==> config.mk <==
export PLATFORM = sky130hd
export DESIGN_NAME = zion_basic_circuit_lib_write_merge_ctrl
export DESIGN_NICKNAME = d
export VERILOG_FILES = /design/src/rtl/zion_basic_circuit_lib_pkg.sv /design/src/rtl/zion_basic_circuit_lib_lane_decode.sv /design/src/rtl/zion_basic_circuit_lib_write_merge_ctrl.sv
export SDC_FILE = /design/constraint.sdc
export NUM_CORES = 1
export LEC_CHECK = 0
export CORE_ASPECT_RATIO = 0.7
export CORE_UTILIZATION = 42
export CTS_BUF_LIST = sky130_fd_sc_hd__clkbuf_8
export CTS_CLUSTER_DIAMETER = 60
export DETAILED_ROUTE_END_ITERATION = 8
export GPL_TIMING_DRIVEN = 0
export PLACE_DENSITY_LB_ADDON = 0.3
export SYNTH_ARGS = -nofsm -noshare
export SYNTH_HDL_FRONTEND = slang
export SYNTH_SLANG_ARGS = --single-unit
==> constraint.sdc <==
create_clock -name clk -period 2.3 [get_ports clk]
set_input_delay 0.575 -clock clk [delete_from_list [all_inputs] [get_ports clk]]
set_output_delay 0.575 -clock clk [all_outputs]
set_load 0.005 [all_outputs]
==> src/rtl/zion_basic_circuit_lib_pkg.sv <==
`default_nettype none
// ============================================================================
// Module  : zion_basic_circuit_lib_pkg
// Brief   : Shared types for the basic circuit library (write-merge FSM states)
// Revision: 1.0 - initial release
// ============================================================================
package zion_basic_circuit_lib_pkg;

  typedef enum logic [1:0] {
    IDLE  = 2'd0,
    MERGE = 2'd1,
    ISSUE = 2'd2
  } wmState_t;

endpackage
`default_nettype wire

==> src/rtl/zion_basic_circuit_lib_lane_decode.sv <==
`default_nettype none
// ============================================================================
// Module  : zion_basic_circuit_lib_lane_decode
// Brief   : Lane index to one-hot lane-select decoder with enable
// Revision: 1.0 - initial release
// ============================================================================
module zion_basic_circuit_lib_lane_decode #(
  parameter int LANES     = 4,
  parameter int WIDTH_SEL = 2
) (
  input  logic                 iEn,
  input  logic [WIDTH_SEL-1:0] iIdx,
  output logic [LANES-1:0]     oSel
);

  for (genvar k = 0; k < LANES; k++) begin : g_sel
    assign oSel[k] = iEn && (iIdx == WIDTH_SEL'(k));
  end

endmodule
`default_nettype wire

==> src/rtl/zion_basic_circuit_lib_write_merge_ctrl.sv <==
`default_nettype none
// ============================================================================
// Module  : zion_basic_circuit_lib_write_merge_ctrl
// Brief   : Merges narrow lane writes into one masked memory-line write
// Revision: 1.0 - initial release
// ============================================================================
module zion_basic_circuit_lib_write_merge_ctrl
  import zion_basic_circuit_lib_pkg::*;
#(
  parameter int WIDTH_ADDR     = 8,
  parameter int WIDTH_DATA_IN  = 8,
  parameter int WIDTH_DATA_OUT = 32,
  parameter int TIMEOUT        = 4,
  parameter int MASK_FLAG      = 0,
  localparam int c_LANES       = WIDTH_DATA_OUT / WIDTH_DATA_IN,
  localparam int c_LB          = $clog2(c_LANES)
) (
  input  logic                       clk,
  input  logic                       rst,
  input  logic                       iVld,
  output logic                       oRdy,
  input  logic [WIDTH_ADDR-1:0]      iAddr,
  input  logic [WIDTH_DATA_IN-1:0]   iDat,
  input  logic                       iFlush,
  output logic                       oWrVld,
  input  logic                       iWrRdy,
  output logic [WIDTH_ADDR-c_LB-1:0] oWrAddr,
  output logic [WIDTH_DATA_OUT-1:0]  oWrDat,
  output logic [c_LANES-1:0]         oWrMask,
  output logic                       oIdle
);

  localparam int c_LBW = (c_LB > 0) ? c_LB : 1;
  localparam int c_WL  = WIDTH_ADDR - c_LB;
  localparam int c_TW  = $clog2(TIMEOUT + 1);
  localparam logic [c_LANES-1:0] c_MASK_OFF = (MASK_FLAG != 0) ? '1 : '0;

  wmState_t                  r_state;
  logic [c_WL-1:0]           r_line;
  logic [WIDTH_DATA_OUT-1:0] r_dat;
  logic [c_LANES-1:0]        r_mask;
  logic [c_TW-1:0]           r_timer;
  logic                      r_wrVld;
  logic                      r_idle;

  logic [c_WL-1:0]           w_line;
  logic [c_LBW-1:0]          w_lane;
  logic                      w_lineHit;
  logic                      w_accept;
  logic                      w_full;
  logic                      w_timeout;
  logic [c_LANES-1:0]        w_laneSel;
  logic [c_LANES-1:0]        w_written;
  logic [c_LANES-1:0]        w_writtenNext;
  logic [WIDTH_DATA_OUT-1:0] w_datNext;
  logic [c_TW-1:0]           w_timerInc;

  assign w_line = iAddr[WIDTH_ADDR-1:c_LB];

  if (c_LB > 0) begin : g_laneIdx
    assign w_lane = iAddr[c_LBW-1:0];
  end else begin : g_laneSingle
    assign w_lane = '0;
  end

  assign w_lineHit = (w_line == r_line);

  // Ready is a handshake term: it must see this cycle's iVld/iAddr, so it is
  // decoded from the registered state rather than registered itself.
  always_comb begin
    oRdy = 1'b0;
    case (r_state)
      IDLE:    oRdy = 1'b1;
      MERGE:   oRdy = !iVld || w_lineHit;
      default: oRdy = 1'b0;
    endcase
  end

  assign w_accept = iVld && oRdy;

  zion_basic_circuit_lib_lane_decode #(
    .LANES     (c_LANES),
    .WIDTH_SEL (c_LBW)
  ) u_laneDecode (
    .iEn  (w_accept),
    .iIdx (w_lane),
    .oSel (w_laneSel)
  );

  // r_mask is held in output polarity; XOR with the inactive pattern gives
  // an active-high "lane written" view for the merge logic.
  assign w_written     = r_mask ^ c_MASK_OFF;
  assign w_writtenNext = w_written | w_laneSel;
  assign w_full        = &w_writtenNext;
  assign w_timerInc    = r_timer + c_TW'(1);
  assign w_timeout     = (w_timerInc >= c_TW'(TIMEOUT));

  for (genvar k = 0; k < c_LANES; k++) begin : g_lane
    assign w_datNext[k*WIDTH_DATA_IN +: WIDTH_DATA_IN] =
      w_laneSel[k] ? iDat : r_dat[k*WIDTH_DATA_IN +: WIDTH_DATA_IN];
  end

  always_ff @(posedge clk) begin
    if (rst) begin
      r_state <= IDLE;
      r_line  <= '0;
      r_dat   <= '0;
      r_mask  <= c_MASK_OFF;
      r_timer <= '0;
      r_wrVld <= 1'b0;
      r_idle  <= 1'b1;
    end else begin
      case (r_state)
        IDLE: begin
          if (w_accept) begin
            r_line  <= w_line;
            r_dat   <= w_datNext;
            r_mask  <= w_writtenNext ^ c_MASK_OFF;
            r_timer <= '0;
            r_idle  <= 1'b0;
            if (w_full) begin
              r_state <= ISSUE;
              r_wrVld <= 1'b1;
            end else begin
              r_state <= MERGE;
            end
          end
        end
        MERGE: begin
          if (w_accept) begin
            r_dat   <= w_datNext;
            r_mask  <= w_writtenNext ^ c_MASK_OFF;
            r_timer <= '0;
            if (w_full || iFlush) begin
              r_state <= ISSUE;
              r_wrVld <= 1'b1;
            end
          end else if (iVld || iFlush || w_timeout) begin
            r_state <= ISSUE;
            r_wrVld <= 1'b1;
          end else begin
            r_timer <= w_timerInc;
          end
        end
        ISSUE: begin
          if (iWrRdy) begin
            r_state <= IDLE;
            r_wrVld <= 1'b0;
            r_dat   <= '0;
            r_mask  <= c_MASK_OFF;
            r_timer <= '0;
            r_idle  <= 1'b1;
          end
        end
        default: r_state <= IDLE;
      endcase
    end
  end

  assign oWrVld  = r_wrVld;
  assign oWrAddr = r_line;
  assign oWrDat  = r_dat;
  assign oWrMask = r_mask;
  assign oIdle   = r_idle;

endmodule
`default_nettype wire

==> flow_summary.json, run 1 <==
{
  "die_x_um": 84.7,
  "outcome": "finished, final reports clean",
  "cp_cell_sequence": "dlygate4sd2_1 > xor2_2 > nor4_4 > nand2_1 > a31oi_1 > buf_2",
  "critPathBufInv": 2,
  "hold_violations": 0,
  "start_util": 0.451,
  "critical-path-max-stage-delay_ps": 280,
  "rrSetupSlack_ps": 240,
  "crit_path_top_delay_cell": "nor4_4",
  "worst_ep_required_time_ps": 1730,
  "grt_overflow_total": 0,
  "power_leakage_nw": 1.07,
  "power.switching_uw": 458,
  "die_h_um": 59.9,
  "synthArstFlopShare": 0,
  "cts_hold_buf": 0,
  "synth_top_area_share": 0.488,
  "clkTransAtPathRegs_ps": 90,
  "yosysMostFrequentCell": "dfxtp_1",
  "synth_edf_count": 0,
  "grt_pass1_wl_um": 8510,
  "nets": 319,
  "n_antenna_cell": 0,
  "hold-worst-slack_ps": 474,
  "startpoint_type": "primary input",
  "synth_flop_cell": "dfxtp_1",
  "maxCapViolCount": 0,
  "std_cell_rows": 20,
  "worstSetupPathType": "primary input to primary output",
  "crit_arrival_ps": 1660,
  "syn_inst": 224,
  "syn_to_final_growth_pct": 46.5,
  "grt_max_degree": 16,
  "coreArea_um2": 4450,
  "seq_power_share": 0.493,
  "drc_errors": 0,
  "final_cells": 353,
  "port_buffers": 65,
  "grt_pass1_vias": 1678,
  "firstDrtPassIters": 6,
  "avgSynthCellArea_um2": 8.97,
  "peakVddDrop_mv": 0.413,
  "relSlewSlack": 0.659,
  "setup_ws_ps": 66.0,
  "cts_max_path_buffers": 2,
  "cpLargestDelayFamily": "buffers and inverters",
  "placed_cell_area_um2": 2730,
  "worst_slew_pin_slew_ps": 504,
  "worst_setup_path_end_kind": "primary output",
  "ant_nets": 0,
  "rsz0062_at_grt": "false",
  "finalCriticalPeriod_ps": 2230,
  "fmax_mhz": 448,
  "ys_ff_latch": 49,
  "clkPwrFrac": 0.349,
  "synth_common_cells": "dfxtp_1 (49), nand3_1 (36), o21ai_0 (36)",
  "slew_viol_final": 0,
  "wl_per_cell_um": 14.9,
  "min_period_over_period": 0.971,
  "cts.sinks": 49,
  "pre_cts_ws_ps": -824,
  "intPower_mw": 1.39,
  "via_count": 1868,
  "clock_skew_ps": 3.65,
  "cts_buffers": 5,
  "ys_types": 37,
  "final_area_um2": 2940,
  "pwr-share-comb": 0.157,
  "vias_per_cell": 5.29,
  "synthTopCellsByArea": "dfxtp_1 (49%), nand3_1 (9.0%), o21ai_0 (9.0%)",
  "crit_fanout": 2,
  "synth_nets": 246,
  "drive_gt1_frac": 0.104,
  "drt-initial-drc-count": 161,
  "htreeDepth": 2,
  "antenna_found_initial": 0,
  "dp.cells": 344,
  "final-setup-viol-count": 0,
  "pin_count": 66,
  "synth_top_area_cell": "dfxtp_1",
  "hp-class": "flop to flop",
  "clock_latency_ps": 300,
  "synth_area_um2": 2010,
  "grt_use_total": 0.220,
  "ys_warn_count": 0,
  "routed_wl_um": 5240,
  "root_buffer": "clkbuf_8",
  "tns_ps": 0,
  "cts_tree": "built",
  "dp_hpwl_um": 3750,
  "synth-seq-area-share": 0.488,
  "die_area_um2": 5070,
  "switching_share": 0.248,
  "gp_congestion": 0.846,
  "power_per_cell_area_nw_per_um2": 626
}
final timing paths:
kind	startpoint	to	cells past startpoint
worst min register to register	oIdle	oIdle	2
worst max register to register	r_state[0]	oWrDat[31]	6
worst min-delay path	oIdle	oIdle	2
worst max-delay path	iAddr[2]	oRdy	6
cell type report:
| type | instances | area [um2] |
|---|---|---|
| fill | 401 | 1510 |
| multi-input combinational | 154 | 1040 |
| sequential | 49 | 981 |
| timing repair buffer | 67 | 648 |
| clock buffer | 6 | 82.6 |
| tap | 55 | 68.8 |
| buffer | 13 | 56.3 |
| clock inverter | 2 | 37.5 |
| inverter | 7 | 26.3 |
power by group through the flow:
stage / Combinational, mW / Clock [mW] / Sequential (mW)
2_1_floorplan: 0.126 / 0 / 0.927
3_3_place_gp: 0.267 / 0 / 0.925
3_5_place_dp: 0.271 / 0 / 0.926
4_1_cts: 0.281 / 0.644 / 0.909
5_1_grt: 0.318 / 0.692 / 0.914
6_report: 0.290 / 0.644 / 0.910
cells by family (layout without fill, tap and decap cells):
kind of cell / Yosys count / count (layout) / share of synthesized area
muxes: 6 / 6 / 0.0299
AOI/OAI and AO/OA: 61 / 61 / 0.179
buffers and inverters: 21 / 95 / 0.0405
and+or+nand+nor: 79 / 79 / 0.226
xor gates and xnor gates: 7 / 7 / 0.0305
DFF: 49 / 49 / 0.488
adders and majority gates: 1 / 1 / 0.00623
cell usage in the layout (no fill, tap or decap), drive strengths merged, types with 2 or more instances in the layout:
cell,n
a21boi,5
a21oi,6
a31oi,3
a41oi,2
and2,5
and4,2
buf,6
clkbuf,17
clkdlybuf4s50,57
dfxtp,49
dlygate4sd2,6
inv,7
mux2i,6
nand2b,10
nand3,36
nor2,11
nor2b,4
nor3b,2
o21a,3
o21ai,37
xnor2,2
xor2,5
through the flow:
step,util,power (mW)
2_1_floorplan,-,1.05
3_3_place_gp,0.613,1.19
3_5_place_dp,0.613,1.20
4_1_cts,0.653,1.83
5_1_grt,0.661,1.92
6_report,0.661,1.84
sequential cells by signal (all words and copies together) (netlist names):
register / count
oWrDat: 32
oIdle: 1
r_state: 2
oWrMask: 4
r_timer: 3
oWrVld: 1
oWrAddr: 6
metal layers:
| metal | vias up | routed length (um) | global-route usage |
|---|---|---|---|
| li1 | 941 | - | - |
| met1 | 874 | 2620 | 0.311 |
| met2 | 51 | 2360 | 0.346 |
| met3 | 2 | 244 | 0.0442 |
| met4 | 0 | 16 | 0.0581 |
| met5 | - | 0 | 0 |
worst min-delay path, delay by kind of cell, from the launching register on:
kind            cells  cell delay (ps)
buf+inv             1               40
compound gates      1               70
flops               1              320
repair_timing:
item,CTS,global route
endpoints found under the hold margin,0,0
setup buffers,2,0
endpoints found under the setup margin,41,36
resized for setup,23,13
gates cloned,0,0
pin swaps,1,2
Note: power is estimated with default switching activity, not from simulation.
==> run 2: changes to the inputs <==
==> constraint.sdc (replaced) <==
create_clock -name clk -period 2.3 [get_ports clk]
set_input_delay 0.46 -clock clk [delete_from_list [all_inputs] [get_ports clk]]
set_output_delay 0.46 -clock clk [all_outputs]
set_load 0.005 [all_outputs]
==> flow_summary.json, run 2 (same netlist as run 1, synthesis figures left out) <==
{
  "outcome": "finished, final reports clean",
  "worst_slew_pin_slew_ps": 503,
  "rrSetupSlack_ps": 200,
  "holdCritStartpoint": "iAddr[5]",
  "gp_congestion": 0.846,
  "startpoint_type": "primary input",
  "die_h_um": 59.9,
  "power_per_cell_area_nw_per_um2": 627,
  "peakVddDrop_mv": 0.416,
  "root_buffer": "clkbuf_8",
  "grt_use_total": 0.218,
  "vias_per_cell": 5.29,
  "cts_hold_buf": 0,
  "cts_max_path_buffers": 2,
  "top_usage_layer": "met2",
  "worst_setup_path_end_kind": "flop",
  "fmax_mhz": 451,
  "slew_viol_final": 0,
  "clkTransAtPathRegs_ps": 90,
  "crit_path_top_delay_cell": "clkdlybuf4s50_1",
  "power_leakage_nw": 1.09,
  "final_core_util": 0.662,
  "cpLargestDelayFamily": "buffers and inverters",
  "rsz0062_at_grt": "true",
  "n_antenna_cell": 0,
  "setup_ws_ps": 84.1,
  "drc_errors": 0,
  "worstSetupPathType": "primary input to flop",
  "pre_cts_ws_ps": -671,
  "wl_per_cell_um": 14.8,
  "pin_count": 66,
  "cp_cell_sequence": "clkdlybuf4s50_1 > xor2_1 > nor4_4 > buf_4 > a21oi_2 > clkbuf_1 > o21ai_0",
  "grt_pass1_vias": 1668,
  "hold-worst-slack_ps": 468,
  "final-setup-viol-count": 0,
  "worstHoldEndpoint": "oWrAddr[3]",
  "hp-class": "primary input to flop",
  "coreArea_um2": 4450,
  "use_met3": 0.0470,
  "die_area_um2": 5070,
  "reg2reg_from": "r_state[1]",
  "ff2ff_path_depth": 8,
  "grtUsageMet1": 0.309,
  "grt_pass1_wl_um": 8420,
  "drive_gt1_frac": 0.0903,
  "finalCriticalPeriod_ps": 2220,
  "tns_ps": 0,
  "crit_fanout": 10,
  "nets": 320,
  "clock_skew_ps": 4.06,
  "syn_to_final_growth_pct": 46.8,
  "grt_overflow_total": 0,
  "antenna_found_initial": 0,
  "hold_depth": 3,
  "start_util": 0.451,
  "std_cell_rows": 20,
  "critical-path-max-stage-delay_ps": 490,
  "ant_nets": 0,
  "final_common_cell": "clkdlybuf4s50_1",
  "total_power_mw": 1.85,
  "firstDrtPassIters": 6,
  "relSlewSlack": 0.660,
  "critPathBufInv": 3,
  "hold_violations": 0,
  "via_count": 1874,
  "routed_wl_um": 5220,
  "clock_latency_ps": 300,
  "min_period_over_period": 0.963,
  "worst_ep_required_time_ps": 2470,
  "drt-initial-drc-count": 146,
  "final_cell_mix": "clkdlybuf4s50_1 (60), dfxtp_1 (49), nand3_1 (36), o21ai_0 (36), nor2_1 (11)",
  "crit_arrival_ps": 2390,
  "cts.sinks": 49,
  "dp_hpwl_um": 3750,
  "grt_max_degree": 16,
  "r2r_end": "r_state[0]",
  "cts_tree": "built",
  "largest_reg_flops": 32,
  "met2_usage": 0.340,
  "die_x_um": 84.7,
  "port_buffers": 65,
  "cts_buffers": 5,
  "htreeDepth": 2,
  "maxCapViolCount": 0
}
run 2: cell count changes in the layout (fill, tap and decap cells not counted), moves of 2 or more:
cell | previous run | this run
buf_2 | 4 | 2
clkbuf_1 | 7 | 9
clkbuf_2 | 4 | 2
clkdlybuf4s50_1 | 57 | 60
dlygate4sd2_1 | 6 | 1
dlymetal6s2s_1 | 0 | 3
xor2_1 | 2 | 4
xor2_2 | 3 | 1
run 2: layout make-up:
cell class / count / area, um2
repair buffers: 68 / 681
plain buffers: 13 / 53.8
multi-input cells: 154 / 1020
clock inverters: 2 / 37.5
well taps: 55 / 68.8
fillers: 401 / 1500
flip-flops and latches: 49 / 981
clock buffers: 6 / 82.6
inverters: 7 / 26.3
run 2: worst register-to-register path, delay by kind of cell (launching register included):
family,cells,cell delay [ps]
and+or+nand+nor,3,740
AOI/OAI and AO/OA,3,550
buffers and inverters,2,400
DFF,1,310
run 2: per-stage QoR:
step | instance area (um2) | cells
detailed placement | 2730 | 344
finish | 2950 | 354
floorplan | 2010 | 224
CTS | 2900 | 352
global route | 2950 | 354
global placement | 2730 | 344
run 2: worst max path at each step:
stage | depth (start not counted) | startpoint | slack [ps] | to
5_1_grt | 7 | iAddr[3] | -40 | oWrDat[18]
3_5_place_dp | 7 | iAddr[7] | -670 | r_state[0]
4_1_cts | 6 | iAddr[3] | -30 | oRdy
3_3_place_gp | 7 | iAddr[7] | -610 | r_state[0]
2_1_floorplan | 6 | iAddr[7] | 250 | r_state[0]
6_report | 7 | iAddr[3] | 80 | oWrDat[17]
run 2: per-layer routing:
metal / part of all wire / vias to the layer above
li1: - / 944
met1: 0.51 / 876
met2: 0.44 / 47
met3: 0.045 / 7
met4: 0.0090 / 0
met5: 0 / -
run 2: repair_timing:
action	4_1_cts	5_1_grt
resized for setup	13	9
endpoints found under the setup margin	40	40
pin swaps	1	3
buffers inserted	1	2
run 2: where the power goes:
part / leakage (nW) / total (mW) / switching, mW / internal (mW)
combinational: 0.635 / 0.293 / 0.141 / 0.153
clock: 0.0574 / 0.648 / 0.294 / 0.354
sequential: 0.399 / 0.908 / 0.0242 / 0.884
total: 1.09 / 1.85 / 0.459 / 1.39
